==> src/rtl/imem_dmem_arbiter_if.sv <==
// Core-side fetch/data request bus plus the unified memory port.
// The arbiter uses the slave view; the pipeline/memory environment uses the master view.
interface imem_dmem_arbiter_if #(
  parameter int unsigned ADDR_WIDTH = 32,
  parameter int unsigned DATA_WIDTH = 32
) ();
  localparam int unsigned BeWidth = DATA_WIDTH / 8;

  logic                  IReqF;
  logic [ADDR_WIDTH-1:0] IAddrF;
  logic                  IKillF;
  logic [DATA_WIDTH-1:0] IRdataF;
  logic                  IValidF;

  logic                  DReqM;
  logic                  DWeM;
  logic [ADDR_WIDTH-1:0] DAddrM;
  logic [DATA_WIDTH-1:0] DWdataM;
  logic [BeWidth-1:0]    DBeM;
  logic [DATA_WIDTH-1:0] DRdataM;
  logic                  DValidM;

  logic                  StallF;
  logic                  StallM;

  logic                  mem_req;
  logic                  mem_we;
  logic [ADDR_WIDTH-1:0] mem_addr;
  logic [DATA_WIDTH-1:0] mem_wdata;
  logic [BeWidth-1:0]    mem_be;
  logic [DATA_WIDTH-1:0] mem_rdata;

  modport slave (
    input  IReqF, IAddrF, IKillF, DReqM, DWeM, DAddrM, DWdataM, DBeM, mem_rdata,
    output IRdataF, IValidF, DRdataM, DValidM, StallF, StallM,
    output mem_req, mem_we, mem_addr, mem_wdata, mem_be
  );

  modport master (
    output IReqF, IAddrF, IKillF, DReqM, DWeM, DAddrM, DWdataM, DBeM, mem_rdata,
    input  IRdataF, IValidF, DRdataM, DValidM, StallF, StallM,
    input  mem_req, mem_we, mem_addr, mem_wdata, mem_be
  );
endinterface

==> src/rtl/imem_dmem_arbiter.sv <==
// Arbitrates the IF and MEM stages onto one fixed-latency single-port memory,
// one access at a time: grant in IDLE, issue/wait in BUSY, completion pulse in RESP.
module imem_dmem_arbiter #(
  parameter int unsigned ADDR_WIDTH = 32,
  parameter int unsigned DATA_WIDTH = 32,
  parameter int unsigned LATENCY    = 2
) (
  input logic                 clk,
  input logic                 rst,
  imem_dmem_arbiter_if.slave  bus_io
);
  localparam int unsigned BeWidth = DATA_WIDTH / 8;
  localparam logic [3:0]  CntInit = 4'(LATENCY);

  typedef enum logic [1:0] {StIdle, StBusy, StResp} state_e;

  state_e                state_q, state_d;
  logic                  owner_q, owner_d;  // 1 = data port
  logic [3:0]            cnt_q, cnt_d;
  logic                  last_dat_q, last_dat_d;
  logic                  kill_pend_q, kill_pend_d;
  logic                  mem_req_q, mem_req_d;
  logic                  mem_we_q, mem_we_d;
  logic [ADDR_WIDTH-1:0] mem_addr_q, mem_addr_d;
  logic [DATA_WIDTH-1:0] mem_wdata_q, mem_wdata_d;
  logic [BeWidth-1:0]    mem_be_q, mem_be_d;
  logic [DATA_WIDTH-1:0] i_rdata_q, i_rdata_d;
  logic [DATA_WIDTH-1:0] d_rdata_q, d_rdata_d;
  logic                  i_valid_q, i_valid_d;
  logic                  d_valid_q, d_valid_d;

  logic                  i_req_ok;
  logic                  fetch_killed;
  logic                  grant_dat;

  // A redirect in the grant cycle withdraws the fetch so data can go first.
  assign i_req_ok     = bus_io.IReqF && !bus_io.IKillF;
  assign fetch_killed = kill_pend_q || bus_io.IKillF;

  always_comb begin
    state_d     = state_q;
    owner_d     = owner_q;
    cnt_d       = cnt_q;
    last_dat_d  = last_dat_q;
    kill_pend_d = kill_pend_q;
    mem_req_d   = 1'b0;
    mem_we_d    = mem_we_q;
    mem_addr_d  = mem_addr_q;
    mem_wdata_d = mem_wdata_q;
    mem_be_d    = mem_be_q;
    i_rdata_d   = i_rdata_q;
    d_rdata_d   = d_rdata_q;
    i_valid_d   = 1'b0;
    d_valid_d   = 1'b0;
    grant_dat   = 1'b0;

    unique case (state_q)
      StIdle: begin
        if (i_req_ok || bus_io.DReqM) begin
          grant_dat  = bus_io.DReqM && (!i_req_ok || !last_dat_q);
          owner_d    = grant_dat;
          last_dat_d = grant_dat;
          cnt_d      = CntInit;
          mem_req_d  = 1'b1;
          state_d    = StBusy;
          if (grant_dat) begin
            mem_we_d    = bus_io.DWeM;
            mem_addr_d  = bus_io.DAddrM;
            mem_wdata_d = bus_io.DWdataM;
            mem_be_d    = bus_io.DWeM ? bus_io.DBeM : {BeWidth{1'b1}};
          end else begin
            mem_we_d    = 1'b0;
            mem_addr_d  = bus_io.IAddrF;
            mem_wdata_d = '0;
            mem_be_d    = {BeWidth{1'b1}};
          end
        end
      end
      StBusy: begin
        if (!owner_q && bus_io.IKillF) begin
          kill_pend_d = 1'b1;
        end
        if (cnt_q == 4'd0) begin
          state_d = StResp;
          if (owner_q) begin
            if (!mem_we_q) begin
              d_rdata_d = bus_io.mem_rdata;
            end
            d_valid_d = 1'b1;
          end else if (!fetch_killed) begin
            i_rdata_d = bus_io.mem_rdata;
            i_valid_d = 1'b1;
          end
        end else begin
          cnt_d = cnt_q - 4'd1;
        end
      end
      StResp: begin
        kill_pend_d = 1'b0;
        state_d     = StIdle;
      end
      default: begin
        state_d = StIdle;
      end
    endcase
  end

  always_ff @(posedge clk) begin
    if (rst) begin
      state_q     <= StIdle;
      owner_q     <= 1'b0;
      cnt_q       <= 4'd0;
      last_dat_q  <= 1'b0;
      kill_pend_q <= 1'b0;
      mem_req_q   <= 1'b0;
      mem_we_q    <= 1'b0;
      mem_addr_q  <= '0;
      mem_wdata_q <= '0;
      mem_be_q    <= '0;
      i_rdata_q   <= '0;
      d_rdata_q   <= '0;
      i_valid_q   <= 1'b0;
      d_valid_q   <= 1'b0;
    end else begin
      state_q     <= state_d;
      owner_q     <= owner_d;
      cnt_q       <= cnt_d;
      last_dat_q  <= last_dat_d;
      kill_pend_q <= kill_pend_d;
      mem_req_q   <= mem_req_d;
      mem_we_q    <= mem_we_d;
      mem_addr_q  <= mem_addr_d;
      mem_wdata_q <= mem_wdata_d;
      mem_be_q    <= mem_be_d;
      i_rdata_q   <= i_rdata_d;
      d_rdata_q   <= d_rdata_d;
      i_valid_q   <= i_valid_d;
      d_valid_q   <= d_valid_d;
    end
  end

  assign bus_io.IRdataF   = i_rdata_q;
  assign bus_io.IValidF   = i_valid_q;
  assign bus_io.DRdataM   = d_rdata_q;
  assign bus_io.DValidM   = d_valid_q;
  assign bus_io.StallF    = bus_io.IReqF && !i_valid_q;
  assign bus_io.StallM    = bus_io.DReqM && !d_valid_q;
  assign bus_io.mem_req   = mem_req_q;
  assign bus_io.mem_we    = mem_we_q;
  assign bus_io.mem_addr  = mem_addr_q;
  assign bus_io.mem_wdata = mem_wdata_q;
  assign bus_io.mem_be    = mem_be_q;
endmodule
==> src/flat_wrapper.sv <==
// flat-port wrapper written by rule: the top's interface ports become plain ports
module imem_dmem_arbiter_flat 
#(
  parameter int unsigned ADDR_WIDTH = 32,
  parameter int unsigned DATA_WIDTH = 32,
  parameter int unsigned LATENCY    = 2
)
  (clk, rst, bus_io_IReqF, bus_io_IAddrF, bus_io_IKillF, bus_io_DReqM, bus_io_DWeM, bus_io_DAddrM, bus_io_DWdataM, bus_io_DBeM, bus_io_mem_rdata, bus_io_IRdataF, bus_io_IValidF, bus_io_DRdataM, bus_io_DValidM, bus_io_StallF, bus_io_StallM, bus_io_mem_req, bus_io_mem_we, bus_io_mem_addr, bus_io_mem_wdata, bus_io_mem_be);
  imem_dmem_arbiter_if #(.ADDR_WIDTH(ADDR_WIDTH), .DATA_WIDTH(DATA_WIDTH)) bus_io_i ();
  input logic clk;
  input logic rst;
  input wire logic [$bits(bus_io_i.IReqF)-1:0] bus_io_IReqF;
  input wire logic [$bits(bus_io_i.IAddrF)-1:0] bus_io_IAddrF;
  input wire logic [$bits(bus_io_i.IKillF)-1:0] bus_io_IKillF;
  input wire logic [$bits(bus_io_i.DReqM)-1:0] bus_io_DReqM;
  input wire logic [$bits(bus_io_i.DWeM)-1:0] bus_io_DWeM;
  input wire logic [$bits(bus_io_i.DAddrM)-1:0] bus_io_DAddrM;
  input wire logic [$bits(bus_io_i.DWdataM)-1:0] bus_io_DWdataM;
  input wire logic [$bits(bus_io_i.DBeM)-1:0] bus_io_DBeM;
  input wire logic [$bits(bus_io_i.mem_rdata)-1:0] bus_io_mem_rdata;
  output wire logic [$bits(bus_io_i.IRdataF)-1:0] bus_io_IRdataF;
  output wire logic [$bits(bus_io_i.IValidF)-1:0] bus_io_IValidF;
  output wire logic [$bits(bus_io_i.DRdataM)-1:0] bus_io_DRdataM;
  output wire logic [$bits(bus_io_i.DValidM)-1:0] bus_io_DValidM;
  output wire logic [$bits(bus_io_i.StallF)-1:0] bus_io_StallF;
  output wire logic [$bits(bus_io_i.StallM)-1:0] bus_io_StallM;
  output wire logic [$bits(bus_io_i.mem_req)-1:0] bus_io_mem_req;
  output wire logic [$bits(bus_io_i.mem_we)-1:0] bus_io_mem_we;
  output wire logic [$bits(bus_io_i.mem_addr)-1:0] bus_io_mem_addr;
  output wire logic [$bits(bus_io_i.mem_wdata)-1:0] bus_io_mem_wdata;
  output wire logic [$bits(bus_io_i.mem_be)-1:0] bus_io_mem_be;
  assign bus_io_i.IReqF = bus_io_IReqF;
  assign bus_io_i.IAddrF = bus_io_IAddrF;
  assign bus_io_i.IKillF = bus_io_IKillF;
  assign bus_io_i.DReqM = bus_io_DReqM;
  assign bus_io_i.DWeM = bus_io_DWeM;
  assign bus_io_i.DAddrM = bus_io_DAddrM;
  assign bus_io_i.DWdataM = bus_io_DWdataM;
  assign bus_io_i.DBeM = bus_io_DBeM;
  assign bus_io_i.mem_rdata = bus_io_mem_rdata;
  assign bus_io_IRdataF = bus_io_i.IRdataF;
  assign bus_io_IValidF = bus_io_i.IValidF;
  assign bus_io_DRdataM = bus_io_i.DRdataM;
  assign bus_io_DValidM = bus_io_i.DValidM;
  assign bus_io_StallF = bus_io_i.StallF;
  assign bus_io_StallM = bus_io_i.StallM;
  assign bus_io_mem_req = bus_io_i.mem_req;
  assign bus_io_mem_we = bus_io_i.mem_we;
  assign bus_io_mem_addr = bus_io_i.mem_addr;
  assign bus_io_mem_wdata = bus_io_i.mem_wdata;
  assign bus_io_mem_be = bus_io_i.mem_be;
  imem_dmem_arbiter #(.ADDR_WIDTH(ADDR_WIDTH), .DATA_WIDTH(DATA_WIDTH), .LATENCY(LATENCY)) u_core (.clk(clk), .rst(rst), .bus_io(bus_io_i));
endmodule
==> config.mk <==
export PLATFORM = sky130hd
export DESIGN_NAME = imem_dmem_arbiter_flat
export DESIGN_NICKNAME = d
export VERILOG_FILES = /design/src/rtl/imem_dmem_arbiter_if.sv /design/src/rtl/imem_dmem_arbiter.sv /design/src/flat_wrapper.sv
export SDC_FILE = /design/constraint.sdc
export NUM_CORES = 1
export LEC_CHECK = 0
export CAP_MARGIN = 25
export CELL_PAD_IN_SITES_DETAIL_PLACEMENT = 1
export CELL_PAD_IN_SITES_GLOBAL_PLACEMENT = 1
export CORE_MARGIN = 1.5
export CORE_UTILIZATION = 33
export DETAILED_ROUTE_END_ITERATION = 10
export PLACE_DENSITY_LB_ADDON = 0.1
export SLEW_MARGIN = 5
export SYNTH_ARGS = -nofsm -noshare
export SYNTH_HDL_FRONTEND = slang
export SYNTH_SLANG_ARGS = --single-unit
==> constraint.sdc <==
create_clock -name clk -period 5 [get_ports clk]
set_input_delay 0.75 -clock clk [delete_from_list [all_inputs] [get_ports clk]]
set_output_delay 0.75 -clock clk [all_outputs]
set_load 0.1 [all_outputs]
## After elaboration in Yosys (flattened, before gate mapping)

Cells that the tools add are included.

- Add/sub/neg operators: 1
- Equal/unequal tests: 6
- Mux-type cells: 16
- Bitwise gates (word level): 6
- Reduce and logical (&&, ||, !) cells: 26

Operators with widths:

| kind | number |
|---|---|
| 2-to-1 mux 32 bit | 2 |
| 2-to-1 mux 4 bit | 4 |
| one-hot mux 4 bit (2 select lines) | 1 |
| AND reduction 4 bit | 2 |
| != test 2 x 1 -> 1 bit (second input constant) | 3 |
| inverter 1 bit | 6 |
| AND reduction 2 bit | 3 |
| logical AND 1 bit | 5 |
| zero test 1 bit | 5 |
| 2-to-1 mux 1 bit | 5 |
| zero test 4 bit | 1 |
| 2-to-1 mux 2 bit | 2 |
| one-hot mux 2 bit (2 select lines) | 1 |
| nonzero test 2 bit | 2 |
| OR reduction 4 bit | 1 |
| subtractor 4 x 1 -> 4 bit (second input constant) | 1 |
| logical OR 1 bit | 3 |
| AND reduction 3 bit | 1 |
| OR reduction 3 bit | 1 |
| == test 2 x 1 -> 1 bit (second input constant) | 1 |
| == test 2 bit (second input constant) | 1 |
| zero test 2 bit | 1 |
| != test 2 bit (second input constant) | 1 |
| one-hot mux 1 bit (2 select lines) | 1 |
| OR reduction 2 bit | 1 |

- Flip-flop bits (word level): 144
- Bits of input ports: 138
- Output and inout bits: 138
- Word-level logic and storage cells: 68

## Longest topological paths before layout

- Depth in word-level cells: 6
- Gate-level depth with buffers: 8
- Gate-level depth less buffers: 5

## Worst setup path before layout

OpenSTA, ideal clock, no wires.

- Path type: input port to output port
- From: input port bus_io_IReqF
- To: output port bus_io_StallF
- Arrival time: 2.626 ns
- Data required time: 4.250 ns
- Slack: 1.624 ns
- Stages: 3
- Buffers on the path: 2
- Cell sequence: clkbuf_1 -> clkbuf_1 -> nor2b_1

- Longest elaborated chain between the ends: 1

Ends and longest elaborated chain:

| item | RTL line | source |
|---|---|---|
| start: declaration | flat_wrapper.sv:12 | `input wire logic [$bits(bus_io_i.IReqF)-1:0] bus_io_IReqF;` |
| logical AND 1 bit | imem_dmem_arbiter.sv:146 | `assign bus_io.StallF = bus_io.IReqF && !i_valid_q;` |
| end: declaration | flat_wrapper.sv:25 | `output wire logic [$bits(bus_io_i.StallF)-1:0] bus_io_StallF;` |

Every way passes these cells.

## Worst setup path in the final report

- From: input port bus_io_IKillF
- To: register u_core.mem_wdata_q[8], in the netlist u_core.bus_io.mem_wdata[8]

- Longest elaborated chain between the ends: 6
- Elaborated cells between the ends (all ways): 8
- Those cells by class: mux: 1; reduce/logical: 7

Ends and longest elaborated chain:

| item | RTL line | source |
|---|---|---|
| start: declaration | flat_wrapper.sv:14 | `input wire logic [$bits(bus_io_i.IKillF)-1:0] bus_io_IKillF;` |
| zero test 1 bit (*) | imem_dmem_arbiter.sv:37 | `assign i_req_ok = bus_io.IReqF && !bus_io.IKillF;` |
| logical AND 1 bit (*) | imem_dmem_arbiter.sv:37 |  |
| zero test 1 bit | imem_dmem_arbiter.sv:60 | `grant_dat = bus_io.DReqM && (!i_req_ok \|\| !last_dat_q);` |
| logical OR 1 bit | imem_dmem_arbiter.sv:60 |  |
| logical AND 1 bit | imem_dmem_arbiter.sv:60 |  |
| 2-to-1 mux 32 bit | imem_dmem_arbiter.sv:66 | `if (grant_dat) begin` |
| end signal: assignment | imem_dmem_arbiter.sv:133 | `mem_wdata_q <= mem_wdata_d;` |
| end: declaration | imem_dmem_arbiter.sv:25 | `logic [DATA_WIDTH-1:0] mem_wdata_q, mem_wdata_d;` |

Every way passes the cells marked *; elsewhere a longest branch is shown, timed or not.
A chain may end at the register's enable or synchronous reset.

==> results.sh <==
export IMPL_first_global_vias=5993
export IMPL_worst_path_largest_cell_delay_ns=0.91
export IMPL_p_leak_uw=0.00369
export IMPL_final_setup_tns_ns=0
export IMPL_synth_cell_area_um2=6210
export IMPL_hold_viol_final=0
export IMPL_slew_limit_headroom_pct=30.4
export IMPL_cpLargestDelayFamily="buffers and inverters"
export IMPL_power_frac_comb_pct=30.8
export IMPL_drv_slew=0
export IMPL_path_clk_slew_ns=0.06
export IMPL_required_ns=5.36
export IMPL_synth_area_top_cells="dfxtp_1, nand2b_1, mux2i_1"
export IMPL_p_clk_share_pct=34.4
export IMPL_synth_seq_cells=144
export IMPL_tritoncts="built"
export IMPL_yosysSeqAreaShare_pct=46.4
export IMPL_rsz0062_at_grt="false"
export IMPL_post_cts_buffers=0
export IMPL_drive_gt1_share_pct=5.92
export IMPL_grt_pass1_wl_um=32300
export IMPL_ant_nets=0
export IMPL_final_cells=1112
export IMPL_portBuffers=275
export IMPL_drc=0
export IMPL_dr_pass1_iters=4
export IMPL_hold_class="reg2reg"
export IMPL_synth_edf_count=0
export IMPL_timing_critical_path_buf_inv=3
export IMPL_syn_to_final_growth_pct=55.6
export IMPL_die_w_um=140
export IMPL_clockBufferDepth=2
export IMPL_maxCapViolCount=0
export IMPL_seq_power_share_pct=34.9
export IMPL_initial_core_util_pct=33.4
export IMPL_wirelength_um=20400
export IMPL_finClkSkew_ns=0.0149
export IMPL_wl_per_cell_um=18.3
export IMPL_internal_power_uw=2320
export IMPL_p_sw_uw=1360
export IMPL_path_cells="clkdlybuf4s50_1 > buf_4 > and3b_1 > nor4_4 > buf_4 > a22o_1"
export IMPL_synth_top_area_cell="dfxtp_1"
export IMPL_ir_drop_mv=0.209
export IMPL_finalNetCount=1006
export IMPL_chipHeight_um=140
export IMPL_syn_avg_cell_area_um2=10.0
export IMPL_critPathCaptureType="flip-flop"
export IMPL_yosys_area_top_type_share_pct=46.4
export IMPL_tightestPinTransition_ns=1.04
export IMPL_cpMostUsedCell="buf_4"
export IMPL_htreeDepth=4
export IMPL_cp_start_kind="input pin"
export IMPL_critPathArrivalTime_ns=3.46
export IMPL_setup_viol=0
export IMPL_swShare_pct=36.9
export IMPL_cts_inserted_buffers=17
export IMPL_yosysUniqueCellTypes=39
export IMPL_grt_max_degree=67
export IMPL_routabilityCongestion=0.822
export IMPL_num_rows=50
export IMPL_synthFlopType="dfxtp_1"
export IMPL_postSynth_asyncResetShare_pct=0
export IMPL_dieArea_um2=19700
export IMPL_cts_resized=0
export IMPL_crit_type="in2reg"
export IMPL_crit_fanout=23
export IMPL_whs_ns=0.470
export IMPL_ys_warnings_count=0
export IMPL_syn_inst=619
export IMPL_io_pins=276
export IMPL_vias=5573
export IMPL_drt_iter0_drc=225
export IMPL_slowest_stage="clkdlybuf4s50_1"
export IMPL_period_minus_slack_ns=3.10
export IMPL_antenna_cells=0
export IMPL_root_buffer="clkbuf_16"
export IMPL_place_inst=1081
export IMPL_max_freq_mhz=322
export IMPL_status="finished clean"
export IMPL_cts_sinks=144
export IMPL_viasPerCell=5.01
export IMPL_timing_final_crit_share_pct=62.0
export IMPL_synth_nets=759
export IMPL_ctsHoldBuffers=0
export IMPL_coreArea_um2=18600
export IMPL_grt_util_all_layers_pct=20.7
export IMPL_clk_latency_ns=0.43
export IMPL_final_util_pct=52.1
export IMPL_power_density_nw_per_um2=380
export IMPL_grt_overflow=0
export IMPL_antenna_found_initial=0
export IMPL_dp_hpwl_um=14100
## registers in the layout, indices dropped and copies added, names as in the netlist, 2 cells and up
register	flops
u_core.state_q	2
u_core.cnt_q	4
u_core.bus_io.DRdataM	32
u_core.bus_io.IRdataF	32
u_core.bus_io.mem_be	4
u_core.bus_io.mem_addr	32
u_core.bus_io.mem_wdata	32
## cell families after synthesis
| kind of cell | after synthesis | synth area share [%] |
|---|---|---|
| AO/OA/AOI/OAI | 116 | 15.3 |
| adder cells (fa/ha/maj) | 2 | 0.403 |
| buffers and inverters | 72 | 4.95 |
| flip-flops | 144 | 46.4 |
| multiplexers | 64 | 10.3 |
| AND/OR/NAND/NOR | 221 | 22.6 |
## worst paths after layout
check | start | endpoint | slack, ns | cells past startpoint
setup / recovery | bus_io_IKillF | u_core.bus_io.mem_wdata[8] | 1.90 | 6
hold / removal | u_core.bus_io.mem_be[2] | u_core.bus_io.mem_be[2] | 0.47 | 2
setup reg to reg | u_core.cnt_q[0] | u_core.bus_io.IRdataF[19] | 2.51 | 5
hold reg to reg | u_core.bus_io.mem_be[2] | u_core.bus_io.mem_be[2] | 0.47 | 2
## synth_stat cells, types with 2 or more instances
| cell | n |
|---|---|
| dfxtp_1 | 144 |
| nand2b_1 | 131 |
| a22o_1 | 66 |
| mux2i_1 | 64 |
| clkbuf_1 | 40 |
| nand2_1 | 34 |
| nand4b_1 | 33 |
| o211ai_1 | 32 |
| inv_1 | 14 |
| buf_2 | 9 |
| buf_1 | 5 |
| a221oi_1 | 4 |
| a21oi_1 | 3 |
| buf_6 | 3 |
| nor2_1 | 3 |
| or3_1 | 3 |
| a21o_1 | 2 |
| and2_1 | 2 |
| and3b_1 | 2 |
| ha_1 | 2 |
| nor2b_1 | 2 |
| nor3_1 | 2 |
| nor4_1 | 2 |
| o21ai_0 | 2 |
## worst reg2reg max path, delay by kind of cell (launching register included)
family	cells	cell delay, ns
adders and majority gates	1	0.16
buffers and inverters	1	0.09
DFF	1	0.34
muxes	1	0.35
and+or+nand+nor	2	1.48
## stage by stage
step	instance area (um^2)	power (uW)	setup WS, ns
after floorplan	6210	2100	1.62
after global placement	9090	2420	1.56
after detailed placement	9090	2440	1.50
after CTS	9670	3710	1.90
after global routing	9670	3800	1.71
final	9670	3680	1.90
## area by class of cell
class,instances,area (um^2)
clock inverter,12,138
timing repair buffer,286,2820
clock buffer,19,443
tap,234,293
sequential,144,2880
fill,1996,8910
multi-input combinational,403,3040
inverter,14,52.6
## cell usage in the layout, fill, tap and decap left out, types with 2 or more instances in the layout
master / n
clkinvlp_4: 5
nor2_1: 3
nor3_1: 2
inv_1: 14
buf_2: 2
bufinv_16: 2
nand4b_1: 33
o211ai_1: 32
nor2b_1: 2
and2_1: 2
a22o_1: 65
and3b_1: 2
ha_1: 2
clkbuf_16: 17
o21ai_0: 2
mux2i_1: 64
dfxtp_1: 144
nor4_1: 2
nand2b_1: 131
a21oi_1: 3
nand2_1: 34
clkinv_4: 3
a21o_1: 2
a221oi_1: 4
or3_1: 2
clkdlybuf4s50_1: 271
buf_4: 13
## routing by layer
metal  GRT usage, %  vias up  wire, um
li1               -     2686         -
met1           24.5     2675      8810
met2           35.5      190      9800
met3           7.08       22      1460
met4           6.15        0       293
met5              0        -         0
## power groups by stage
stage / sequential (uW) / combinational (uW) / clock (uW)
6_report: 1280 / 1130 / 1260
5_1_grt: 1290 / 1180 / 1330
4_1_cts: 1280 / 1140 / 1290
3_5_place_dp: 1300 / 1130 / 0
3_3_place_gp: 1300 / 1120 / 0
2_1_floorplan: 1840 / 258 / 0
Power figures use the tool's default switching activity.
